[src/rtl/thread_dispatcher.sv]
// Job dispatcher for the multithreaded core: queues job tags, starts free hardware threads
// in round-robin order and reports each finished job with the thread that ran it.
module thread_dispatcher #(
    parameter int NUM_THREADS  = 8,
    parameter int TID_WIDTH    = 3,
    parameter int JOB_ID_WIDTH = 8,
    parameter int FIFO_DEPTH   = 4
) (
    input  logic                    clk,
    input  logic                    reset,
    input  logic                    en,
    input  logic                    job_valid,
    output logic                    job_ready,
    input  logic [JOB_ID_WIDTH-1:0] job_id,
    output logic [NUM_THREADS-1:0]  start_thread,
    input  logic [NUM_THREADS-1:0]  thread_done,
    output logic                    cmpl_valid,
    output logic [JOB_ID_WIDTH-1:0] cmpl_id,
    output logic [TID_WIDTH-1:0]    cmpl_tid,
    output logic [15:0]             jobs_completed,
    output logic                    idle,
    output logic                    err_spurious
);
    localparam int PTR_W = $clog2(FIFO_DEPTH);

    logic [JOB_ID_WIDTH-1:0] fifo_mem [FIFO_DEPTH];
    logic [JOB_ID_WIDTH-1:0] tag_mem  [NUM_THREADS];
    logic [PTR_W:0]          wr_ptr_reg, rd_ptr_reg;
    logic [NUM_THREADS-1:0]  alloc_reg, pending_reg, alloc_next, pending_next;
    logic [TID_WIDTH-1:0]    rr_ptr_reg;
    logic                    fifo_empty, fifo_full, push, dispatch, grant_found, report;
    logic [TID_WIDTH-1:0]    grant, report_tid;
    logic [NUM_THREADS-1:0]  grant_mask, report_mask;
    logic [JOB_ID_WIDTH-1:0] fifo_head;
    logic [TID_WIDTH-1:0]    cand [NUM_THREADS];

    // Extra pointer MSB distinguishes full from empty when the indices match.
    assign fifo_empty = (wr_ptr_reg == rd_ptr_reg);
    assign fifo_full  = (wr_ptr_reg[PTR_W] != rd_ptr_reg[PTR_W]) &&
                        (wr_ptr_reg[PTR_W-1:0] == rd_ptr_reg[PTR_W-1:0]);
    assign job_ready  = !fifo_full && !reset;
    assign push       = job_valid && job_ready;
    assign fifo_head  = fifo_mem[rd_ptr_reg[PTR_W-1:0]];
    assign dispatch   = en && !fifo_empty && grant_found;
    assign idle       = fifo_empty && (alloc_reg == '0) && (pending_reg == '0);

    // Scanning offsets high-to-low leaves the nearest free thread at or after rr_ptr.
    always_comb begin
        grant       = '0;
        grant_found = 1'b0;
        for (int o = NUM_THREADS - 1; o >= 0; o--) begin
            if (!alloc_reg[cand[o]]) begin
                grant       = cand[o];
                grant_found = 1'b1;
            end
        end
    end

    always_comb begin
        report     = 1'b0;
        report_tid = '0;
        for (int i = NUM_THREADS - 1; i >= 0; i--) begin
            if (pending_reg[i]) begin
                report     = 1'b1;
                report_tid = TID_WIDTH'(i);
            end
        end
    end

    assign grant_mask  = dispatch ? (NUM_THREADS'(1) << grant) : '0;
    assign report_mask = report ? (NUM_THREADS'(1) << report_tid) : '0;

    generate
        for (genvar gi = 0; gi < NUM_THREADS; gi++) begin : g_thread
            assign cand[gi] = TID_WIDTH'((int'(rr_ptr_reg) + gi) % NUM_THREADS);
            // The reported thread frees up this cycle, so a done on it is not re-captured.
            assign alloc_next[gi]   = (alloc_reg[gi] && !report_mask[gi]) || grant_mask[gi];
            assign pending_next[gi] = (pending_reg[gi] || (thread_done[gi] && alloc_reg[gi]))
                                      && !report_mask[gi];

            always_ff @(posedge clk) begin
                if (dispatch && (grant == TID_WIDTH'(gi)))
                    tag_mem[gi] <= fifo_head;
            end
        end
    endgenerate

    always_ff @(posedge clk) begin
        if (push)
            fifo_mem[wr_ptr_reg[PTR_W-1:0]] <= job_id;
    end

    always_ff @(posedge clk) begin
        if (reset) begin
            wr_ptr_reg     <= '0;
            rd_ptr_reg     <= '0;
            alloc_reg      <= '0;
            pending_reg    <= '0;
            rr_ptr_reg     <= '0;
            start_thread   <= '0;
            cmpl_valid     <= 1'b0;
            cmpl_id        <= '0;
            cmpl_tid       <= '0;
            jobs_completed <= '0;
            err_spurious   <= 1'b0;
        end else begin
            alloc_reg    <= alloc_next;
            pending_reg  <= pending_next;
            start_thread <= grant_mask;
            cmpl_valid   <= report;
            if (push)
                wr_ptr_reg <= wr_ptr_reg + 1'b1;
            if (dispatch) begin
                rd_ptr_reg <= rd_ptr_reg + 1'b1;
                rr_ptr_reg <= (grant == TID_WIDTH'(NUM_THREADS - 1)) ? '0 : grant + 1'b1;
            end
            if (report) begin
                cmpl_id        <= tag_mem[report_tid];
                cmpl_tid       <= report_tid;
                jobs_completed <= jobs_completed + 16'd1;
            end
            if (|(thread_done & ~alloc_reg))
                err_spurious <= 1'b1;
        end
    end
endmodule

[config.mk]
export PLATFORM = sky130hd
export DESIGN_NAME = thread_dispatcher
export DESIGN_NICKNAME = d
export VERILOG_FILES = /design/src/rtl/thread_dispatcher.sv
export SDC_FILE = /design/constraint.sdc
export NUM_CORES = 1
export LEC_CHECK = 0
export CORE_AREA = 2 2 220 114
export CTS_CLUSTER_DIAMETER = 120
export DETAILED_ROUTE_END_ITERATION = 7
export DIE_AREA = 0 0 222 116
export PLACE_DENSITY = 0.48
export SLEW_MARGIN = 20
export SYNTH_ARGS = -nofsm -noshare
export SYNTH_HDL_FRONTEND = slang
export SYNTH_SLANG_ARGS = --single-unit
[constraint.sdc]
create_clock -name clk -period 6.5 [get_ports clk]
set_input_delay 0.975 -clock clk [delete_from_list [all_inputs] [get_ports clk]]
set_output_delay 0.975 -clock clk [all_outputs]
set_load 0.05 [all_outputs]
==> flow_summary.ini <==
[status]
status = complete, no violations

[route]
drt-wirelength-per-cell_um = 19.3
drt-initial-drc-count = 456
drt_first_pass_iters = 6
drc_errors = 0
drtAntennaViolNets = 0
vias = 4840
wirelength_um = 18700
viasPerCell = 4.98

[synth]
synth_most_common_cell = edfxtp_1
yosysTopAreaCell = edfxtp_1
synth_nets = 620
yosys_warnings = 0
synth-edff-count = 96
yosys-top-cells-count = 96 x edfxtp_1, 64 x dfxtp_1, 62 x nand2_1
syn_area_um2 = 7020
synth_cell_types = 60
synthArstFlopShare_pct = 0
synthFlopType = edfxtp_1
synthCells = 587
synthTopCellsByArea = edfxtp_1 41%, dfxtp_1 18%, mux4_2 5.5%
synth-seq-cells = 160
synth.yosys.seq_area_share_pct = 59.3
avgSynthCellArea_um2 = 12.0
synth_top_area_share_pct = 41.0

[pwr]
power.static_leakage_nw = 2.90
p_per_area_nw_per_um2 = 313
design_power_total_mw = 2.67
ir_worst_vdd_uv = 111

[floorplan]
row_count = 40
start_util_pct = 29.7
io_pins = 59
die_h_um = 116
coreArea_um2 = 23700
dieWidth_um = 222
die_area_um2 = 25800

[grt]
grtUsageMet3_pct = 4.36
grt_usage_pct = 15.1
gr-total-overflow = 0
grt_start_max_net_pins = 55
grt_pass1_wl_um = 28300
grt_util_met1_pct = 23.9
top_usage_layer = met1
grt_util_met2_pct = 19.1
antenna_found_initial = 0
first_global_vias = 4592

[critical_path]
end_kind = flip-flop
reg2reg_from = rr_ptr_reg[0]$_SDFFE_PP0P_
path_class = reg -> reg
critPathMaxFanout = 16
r2r_cells = 10
r2r_setup_slack_ns = 1.76
crit_path_start_kind = flip-flop
required_ns = 6.54
worst-path-buf-inv = 1
slowest_delay_ns = 0.81
crit_top_cell = ha_1
cp_slowest_cell = dfxtp_1
cp.arrival_ns = 4.78
cp-startpoint = rr_ptr_reg[0]$_SDFFE_PP0P_
path_cells = inv_1 > ha_1 > mux4_2 > mux2_2 > o21ai_0 > a21oi_1 > o41ai_1 > ha_1 > nand2_1 > nor3_1
path_delay_family = multiplexers
reg2reg_to = tag_mem[6][4]$_DFFE_PP_

[clocking]
clockBufferDepth = 2
cts.clk_slew.worst_paths_ns = 0.06
htreeDepth = 4
post_cts_resized = 0
cts_buffers = 17
postCtsSetupBuffers = 0
hold_buffers = 0
clk-insertion-delay-late_ns = 0.43
cts_tree = yes
cts_root_buf = clkbuf_16
cts.sinks = 160

[finish]
diodes = 0
layout.nets = 676
fill_cells = 2293
layout-drive-gt1-share_pct = 12.5
largest_reg_flops = 64
syn_to_final_growth_pct = 21.1
post-route-cell-area_um2 = 8500
top_register = tag_mem

[timing]
skew_ns = 0.0113
fin_crit_ns = 4.74
post-route-period-util_pct = 72.9
maxSlewHeadroom_pct = 31.0
tightest_slew_ns = 1.03
whs_ns = 0.476
max_clock_freq_mhz = 211
final_hold_viol_count = 0
setup_violations = 0
maxSlewViolCount = 0
fin_tns_setup_ns = 0
rsz0062_at_grt = false

[placed_design]
hpwlAfterDp_um = 13900
port_buffers = 58
place.gp.congestion = 0.870
postPlaceCellArea_um2 = 7900

[hold_path]
holdCritPathClass = reg -> reg
min_from = cmpl_tid[1]$_SDFFE_PP0P_
holdPathStages = 2
worstHoldEndpoint = cmpl_tid[1]$_SDFFE_PP0P_

[flow_run]
maxCapViolCount = 0
[worst max path at each step]
stage	to	cells past startpoint
after global routing	tag_mem[6][1]$_DFFE_PP_	10
after floorplan	tag_mem[6][0]$_DFFE_PP_	13
after CTS	tag_mem[5][4]$_DFFE_PP_	12
after detailed placement	tag_mem[5][4]$_DFFE_PP_	12
after global placement	tag_mem[5][4]$_DFFE_PP_	12
final	tag_mem[6][4]$_DFFE_PP_	10
[metrics by stage]
| step | worst slack (ns) | cells | util, % |
|---|---|---|---|
| after CTS | 1.73 | 971 | 35.9 |
| after detailed placement | 1.74 | 939 | 33.4 |
| after floorplan | 2.72 | 587 | - |
| after global routing | 1.41 | 971 | 35.9 |
| final | 1.76 | 971 | 35.9 |
| after global placement | 1.88 | 939 | 33.4 |
[metal layers]
metal | part of all wire [%] | routed length (µm)
met1 | 55 | 10300
met2 | 37 | 6910
met3 | 7.0 | 1300
met4 | 0.87 | 163
met5 | 0 | 0
[where the power goes]
group	internal (mW)	total, mW	switching [mW]
logic	0.167	0.455	0.288
clock network	0.601	1.01	0.408
registers	1.15	1.20	0.0536
[layout by cell type, fill, tap and decap left out, drive strengths merged, types with 10 or more instances in the layout]
cell / instances
a21oi: 36
clkbuf: 18
clkdlybuf4s50: 57
dfxtp: 64
edfxtp: 96
ha: 13
inv: 28
mux2: 10
mux2i: 12
mux4: 17
nand2: 62
nand3: 10
nor2: 61
nor3: 12
o21ai: 16
xnor2: 11
xor2: 13
[final cells by class]
type / count / area (µm²) / share of cell area (%)
sequential: 160 / 4160 / 49.0
multi-input combinational: 373 / 2630 / 30.9
timing repair buffer: 64 / 621 / 7.30
clock buffer: 18 / 429 / 5.05
tap: 315 / 394 / 4.64
clock inverter: 14 / 165 / 1.94
inverter: 27 / 101 / 1.19
[worst reg2reg max path: stages (launching register included)]
cell and delay, ns:
dfxtp_1 0.81, inv_1 0.14, ha_1 0.56, mux4_2 0.68, mux2_2 0.34, o21ai_0 0.09
a21oi_1 0.09, o41ai_1 0.49, ha_1 0.25, nand2_1 0.10, nor3_1 0.80
[cell families after synthesis]
group | Yosys count | share of synthesized area (%)
and+or+nand+nor | 186 | 12.6
buffers and inverters | 54 | 3.35
muxes | 39 | 8.77
adders and majority gates | 13 | 2.32
DFF | 160 | 59.3
xor gates and xnor gates | 24 | 2.99
AOI/OAI and AO/OA | 111 | 10.7
Power figures use the tool's default switching activity.
